`src/rtl/div_rest_4b.sv`:
```
// Sequential unsigned restoring divider: one quotient bit per clock, MSB first.
// Optional macro DIV_ZERO_CHECK_EN short-circuits B=0 to an immediate result with div0 set.
module div_rest_4b #(
  parameter int WIDTH = 4
) (
  input  logic             clk,
  input  logic             rst_n,
  input  logic             start,
  input  logic [WIDTH-1:0] A,
  input  logic [WIDTH-1:0] B,
  output logic [WIDTH-1:0] Q,
  output logic [WIDTH-1:0] R,
  output logic             busy,
  output logic             done,
  output logic             div0
);

  localparam int CW = $clog2(WIDTH);

  // Handshake: start is a request sampled only in IDLE; done is a one-cycle
  // strobe marking Q/R/div0 valid, and those outputs hold until the next result.
  typedef enum logic [1:0] {
    S_IDLE = 2'd0,
    S_CALC = 2'd1,
    S_DONE = 2'd2
  } state_t;

  state_t           state_q, state_d;
  logic [WIDTH-1:0] a_q, a_d;
  logic [WIDTH-1:0] b_q, b_d;
  logic [WIDTH:0]   p_q, p_d;
  logic [WIDTH-1:0] quo_q, quo_d;
  logic [CW-1:0]    cnt_q, cnt_d;
  logic [WIDTH-1:0] q_q, q_d;
  logic [WIDTH-1:0] r_q, r_d;
  logic             busy_q, busy_d;
  logic             done_q, done_d;
  logic [WIDTH:0]   p_shift;
  logic [WIDTH:0]   trial;
`ifdef DIV_ZERO_CHECK_EN
  logic             div0_q, div0_d;
`endif

  always_comb begin
    state_d = state_q;
    a_d     = a_q;
    b_d     = b_q;
    p_d     = p_q;
    quo_d   = quo_q;
    cnt_d   = cnt_q;
    q_d     = q_q;
    r_d     = r_q;
`ifdef DIV_ZERO_CHECK_EN
    div0_d  = div0_q;
`endif
    p_shift = {p_q[WIDTH-1:0], a_q[cnt_q]};
    trial   = p_shift - {1'b0, b_q};

    case (state_q)
      S_IDLE: begin
        if (start) begin
          a_d     = A;
          b_d     = B;
          p_d     = '0;
          quo_d   = '0;
          cnt_d   = CW'(WIDTH - 1);
          state_d = S_CALC;
`ifdef DIV_ZERO_CHECK_EN
          if (B == '0) begin
            q_d     = '1;
            r_d     = A;
            div0_d  = 1'b1;
            state_d = S_DONE;
          end
`endif
        end
      end
      S_CALC: begin
        // A set top bit of the trial difference is a borrow: keep the shifted value.
        if (!trial[WIDTH]) begin
          p_d          = trial;
          quo_d[cnt_q] = 1'b1;
        end else begin
          p_d          = p_shift;
          quo_d[cnt_q] = 1'b0;
        end
        if (cnt_q == '0) begin
          q_d     = quo_d;
          r_d     = p_d[WIDTH-1:0];
`ifdef DIV_ZERO_CHECK_EN
          div0_d  = 1'b0;
`endif
          state_d = S_DONE;
        end else begin
          cnt_d = cnt_q - 1'b1;
        end
      end
      S_DONE: begin
        state_d = S_IDLE;
      end
      default: begin
        state_d = S_IDLE;
      end
    endcase

    busy_d = (state_d != S_IDLE);
    done_d = (state_d == S_DONE);
  end

  always_ff @(posedge clk) begin
    if (!rst_n) begin
      state_q <= S_IDLE;
      a_q     <= '0;
      b_q     <= '0;
      p_q     <= '0;
      quo_q   <= '0;
      cnt_q   <= '0;
      q_q     <= '0;
      r_q     <= '0;
      busy_q  <= 1'b0;
      done_q  <= 1'b0;
`ifdef DIV_ZERO_CHECK_EN
      div0_q  <= 1'b0;
`endif
    end else begin
      state_q <= state_d;
      a_q     <= a_d;
      b_q     <= b_d;
      p_q     <= p_d;
      quo_q   <= quo_d;
      cnt_q   <= cnt_d;
      q_q     <= q_d;
      r_q     <= r_d;
      busy_q  <= busy_d;
      done_q  <= done_d;
`ifdef DIV_ZERO_CHECK_EN
      div0_q  <= div0_d;
`endif
    end
  end

  assign Q    = q_q;
  assign R    = r_q;
  assign busy = busy_q;
  assign done = done_q;
`ifdef DIV_ZERO_CHECK_EN
  assign div0 = div0_q;
`else
  assign div0 = 1'b0;
`endif

endmodule

```
`config.mk`:
```
export PLATFORM = sky130hd
export DESIGN_NAME = div_rest_4b
export DESIGN_NICKNAME = d
export VERILOG_FILES = /design/src/rtl/div_rest_4b.sv
export SDC_FILE = /design/constraint.sdc
export NUM_CORES = 1
export LEC_CHECK = 0
export BUFFER_PORTS_ARGS = -buffer_cell sky130_fd_sc_hd__buf_2
export CORE_MARGIN = 1
export CORE_UTILIZATION = 29
export CTS_BUF_LIST = sky130_fd_sc_hd__clkbuf_2 sky130_fd_sc_hd__clkbuf_4 sky130_fd_sc_hd__clkbuf_8
export CTS_CLUSTER_SIZE = 40
export DETAILED_ROUTE_END_ITERATION = 10
export GPL_TIMING_DRIVEN = 0
export SLEW_MARGIN = 15
export SYNTH_ARGS = -nofsm -noshare
export SYNTH_HDL_FRONTEND = slang
export SYNTH_SLANG_ARGS = --single-unit
export TNS_END_PERCENT = 30
```
`constraint.sdc`:
```
create_clock -name clk -period 3.5 [get_ports clk]
set_input_delay 0.35 -clock clk [delete_from_list [all_inputs] [get_ports clk]]
set_output_delay 0.35 -clock clk [all_outputs]
set_load 0.05 [all_outputs]
```
# ---- Yosys cells after proc, flatten, opt, wreduce, memory -nomap -nowiden
# Index checks and enable logic that the tools add are counted.
dict set report totals {
  out_inout_bits 11
  register_bits 30
  in_bits 11
  wordCells 46
}
dict set report op_classes {
  n_reduce_logical 9
  mux 16
  addsub 2
  bitwise 3
  n_eq_ne 4
  order_cmp 2
}
# cell n
set op_table {}
lappend op_table {{2-to-1 mux 4 bit} 4}
lappend op_table {{one-hot mux 4 bit (2 select lines)} 2}
lappend op_table {{2-to-1 mux 2 bit} 4}
lappend op_table {{one-hot mux 2 bit (2 select lines)} 2}
lappend op_table {{AND reduction 2 bit} 3}
lappend op_table {{subtractor 5 x 4 -> 5 bit} 1}
lappend op_table {{bitwise AND 4 bit} 1}
lappend op_table {{zero test 2 bit} 2}
lappend op_table {{!= test 2 bit, second input constant} 2}
lappend op_table {{NOT 4 bit} 1}
lappend op_table {{OR 4 bit} 1}
lappend op_table {{nonzero test 2 bit} 2}
lappend op_table {{less-than comparator 2 x 3 -> 1 bit, second input constant} 1}
lappend op_table {{AND reduction 3 bit} 1}
lappend op_table {{binary-select mux 1 bit (select 2 bit)} 1}
lappend op_table {{demux 1 bit (select 2 bit)} 1}
lappend op_table {{equality test 2 x 1 -> 1 bit, second input constant} 1}
lappend op_table {{equality test 2 bit, second input constant} 1}
lappend op_table {{greater-or-equal comparator 2 x 1 -> 1 bit, second input constant} 1}
lappend op_table {{2-to-1 mux 1 bit} 2}
lappend op_table {{subtractor 2 x 1 -> 2 bit, second input constant} 1}
lappend op_table {{logical AND 1 bit} 1}

# ---- Depth between registers and ports, before layout
dict set report depth {
  depth_word 8
  mapped_depth 10
  mapped_depth_nobuf 9
}

# ---- Worst setup path after synthesis
# OpenSTA, ideal clock, no wires.
dict set report synth_path {
  path_type {reg-to-reg}
  from {register cnt_q[0]}
  to {register p_q[2]}
  arrival_time_ns 2.362
  required_time_ns 3.413
  setup_slack_ns 1.051
  setup_time_ns 0.087
  period_less_slack_ns 2.449
  n_path_buf 1
  path_stages_with_launch 11
  path_cell_list {dfxtp_1 mux4_2 inv_1 ha_1 inv_1 fa_1 and3_4 o21ai_2 buf_4 a21oi_2 o31ai_1}
}
dict set report synth_between {
  elab_chain_cells 5
}
# item line_no
set synth_rtl {}
lappend synth_rtl {{start, declared} 33} ;# logic [CW-1:0] cnt_q, cnt_d;
lappend synth_rtl {{start signal, assigned} 131} ;# cnt_q <= cnt_d;
lappend synth_rtl {{binary-select mux 1 bit (select 2 bit)} 56} ;# p_shift = {p_q[WIDTH-1:0], a_q[cnt_q]};
lappend synth_rtl {{2-to-1 mux 1 bit (implied by the code)} 56}
lappend synth_rtl {{subtractor 5 x 4 -> 5 bit} 57} ;# trial = p_shift - {1'b0, b_q};
lappend synth_rtl {{2-to-1 mux 4 bit} 80} ;# if (!trial[WIDTH]) begin
lappend synth_rtl {{one-hot mux 4 bit (2 select lines)} 59} ;# case (state_q)
lappend synth_rtl {{end signal, assigned} 129} ;# p_q <= p_d;
lappend synth_rtl {{end, declared} 31} ;# logic [WIDTH:0] p_q, p_d;
# Every way passes these cells. The select of a mux whose other input is x is not followed.
# A chain may end at the register's enable or synchronous reset.

# ---- Final worst setup path
# Same ends and word-level chain as after synthesis.

==> run_results.csv <==
group,metric,value,unit
global_route,grt_use_met2,17.64,%
yosys,synth-async-reset-ratio,0,%
sta,rsz0062_at_grt,"no",
final_layout,antenna_cells,0,
clock_network,cts_hold_buf,0,
yosys,synth-seq-cells,29,
clock_network,cts_made_buffers,5,
final_layout,finish.utilization,36.44,%
detailed_routing,wl_per_cell,12.38,um
worst_setup_path,timing.rr.start,"cnt_q[0]",
detailed_routing,ant_nets,0,
sta,fin_hold_ws,0.2864,ns
global_route,grt_pass1_wl,5244,um
clock_network,clkSlewWorstSetupHoldPaths,0.06,ns
yosys,syn_inst,167,
yosys,ys_warn_count,0,
worst_setup_path,r2r_cells,9,
hold_path,hold_start,"B[2]",
detailed_routing,vias_per_cell,4.682,
sta,clock_skew,0.004899,ns
yosys,synth_common_cells,"dfxtp_1, nor2_1, a21oi_1",
clock_network,cts_tree,"built",
yosys,syn_area,1496,um^2
placed_design,gp_congestion,0.7984,
global_route,grt_max_degree,11,
floorplanning,die_h,73.84,um
worst_setup_path,crit_slowest_cell,"mux4_2",
global_route,grtUsageTotal,13.52,%
sta,tns,0,ns
floorplanning,start_util,30.86,%
floorplanning,die_area,5452,um^2
clock_network,cts_resized,0,
clock_network,clk_latency,0.29,ns
global_route,busiest_layer,"met1",
worst_setup_path,r2r_setup_slack,0.74,ns
final_layout,nFillCells,502,
worst_setup_path,crit_chain,"mux4_2 > inv_1 > ha_1 > inv_1 > fa_1 > and3_4 > nor3_2 > nor3_1 > o31ai_1",
final_layout,nNetsFinal,213,
worst_setup_path,worstPathArrival,2.96,ns
worst_setup_path,critPathMostFrequentCell,"inv_1",
floorplanning,rows,25,
worst_setup_path,cp-end-kind,"register",
sta,drv_slew,0,
detailed_routing,routed_wl,3232,um
detailed_routing,drt_pass1_iterations,4,
yosys,synth_area_leaders,"dfxtp_1, ha_1, a21oi_1",
sta,tightest_slew,0.5198,ns
yosys,avgSynthCellArea,8.961,um^2
hold_path,hold_class,"input pin to register",
clock_network,cts_sinks,29,
yosys,synth_flop_cell,"dfxtp_1",
sta,setup_viol,0,
sta,max_freq,0.3628,GHz
power,p_leak,0.7571,nW
hold_path,whs_path_depth,3,
worst_setup_path,crit_type,"register to register",
worst_setup_path,rr_endpoint,"p_q[2]",
floorplanning,ioPinCount,22,
power,power_density,540.8,nW/um^2
final_layout,area_delta_synth_final,18.06,%
global_route,grt-ovfl-total,0,
sta,slew_headroom,65.34,%
yosys,yosysUniqueCellTypes,47,
yosys,synth_top_area_cell,"dfxtp_1",
yosys,synth_edf_count,0,
floorplanning,coreArea,4848,um^2
hold_path,min_to,"b_q[2]",
worst_setup_path,start_kind,"register",
detailed_routing,vias,1222,
power,peakVddDrop,0.3307,mV
outcome,status,"finished, final reports clean",
global_route,gr-usage-met1,18.36,%
global_route,grtUsageMet3,3.978,%
detailed_routing,dr.first_iter.drc_count,95,
yosys,synth_most_common_cell,"dfxtp_1",
clock_network,post_cts_buffers,0,
worst_setup_path,critPathRequiredTime,3.70,ns
sta,hold_viol,0,
clock_network,clockRootBuffer,"clkbuf_8",
placed_design,portBuffers,19,
global_route,antenna_found_initial,0,
clock_network,htreeDepth,2,
floorplanning,die_x,73.84,um
placed_design,hpwl,2351,um
global_route,grt_pass1_vias,1098,
yosys,yosysTopAreaCellShare,38.80,%
worst_setup_path,path_max_fanout,7,
yosys,synth.net_count,187,
sta,period_share,78.75,%
final_layout,layout-drive-gt1-share,23.20,%
yosys,seq_area_frac_synth,38.80,%
detailed_routing,drc_errors,0,
worst_setup_path,cpPeakStageDelay,0.57,ns
sta,period_minus_slack,2.756,ns
run,drv_cap,0,
clock_network,clockBufferDepth,2,
final cells by class:
cell class,instances,area [um^2],area share (%)
well taps,67,83.83,4.745
flip-flops and latches,29,580.6,32.86
multi-input cells,115,787.0,44.55
clock buffers,8,91.34,5.170
repair buffers,19,95.09,5.382
plain buffers,11,83.83,4.745
inverters,12,45.04,2.550
worst max-delay path by stage:
stage          startpoint      to  slack (ns)  cells past startpoint
3_3_place_gp     cnt_q[0]  p_q[3]        0.78                     10
2_1_floorplan    cnt_q[0]  p_q[2]        1.05                     10
3_5_place_dp     cnt_q[0]  p_q[2]        0.76                      9
6_report         cnt_q[0]  p_q[2]        0.74                      9
4_1_cts          cnt_q[0]  p_q[2]        0.74                      9
5_1_grt          cnt_q[0]  p_q[2]        0.49                      9
through the flow:
stage	worst slack [ns]	power, mW	instance area (um^2)	cells
after global placement	0.7770	0.6696	1675	253
after CTS	0.7417	0.9639	1767	261
after detailed placement	0.7571	0.6731	1675	253
after floorplan	1.051	0.6097	1496	167
final	0.7439	0.9554	1767	261
after global routing	0.4863	1.012	1767	261
power by group:
| group | internal [mW] | switching (mW) | leakage [nW] |
|---|---|---|---|
| Combinational | 0.103 | 0.183 | 0.470 |
| Clock | 0.164 | 0.124 | 0.0498 |
| Sequential | 0.360 | 0.0215 | 0.237 |
state kept, by name, summed over array words and instances (netlist names):
register	count
cnt_q	2
b_q	4
quo_q	3
busy	1
a_q	4
state_q	2
R	4
p_q	4
Q	4
done	1
logic make-up (layout without fill, tap and decap cells):
logic type	after synthesis	count (layout)	synth area share, %
AO/OA/AOI/OAI	47	47	19.90
buffers and inverters	23	50	8.611
flip-flops	29	29	38.80
AND/OR/NAND/NOR	51	51	18.98
adder cells (fa/ha/maj)	9	9	8.027
other	1	1	0.2506
multiplexers	6	6	4.850
XOR/XNOR	1	1	0.5854
routing by layer:
metal	up-vias	share of wire (%)
met5	-	0
met4	0	3.2
met3	8	5.5
met2	32	39
met1	538	53
li1	644	-
layout by cell type (no fill, tap or decap), types with 5 or more instances in the layout:
cell      instances
a21oi_1          14
a31oi_1           6
buf_2            22
clkbuf_8          5
dfxtp_1          29
ha_1              8
inv_1            12
mux2i_1           5
nand2_1           6
nand3_1          10
nor2_1           17
o21ai_0           9
critical path: cells and delay by family (launching register included):
kind            cells  cell delay, ns
buf+inv             2            0.15
flops               1            0.45
fa+ha+maj           2            0.59
compound gates      1            0.20
mux                 1            0.57
simple gates        3            0.72
(Power assumes the default switching activity.)
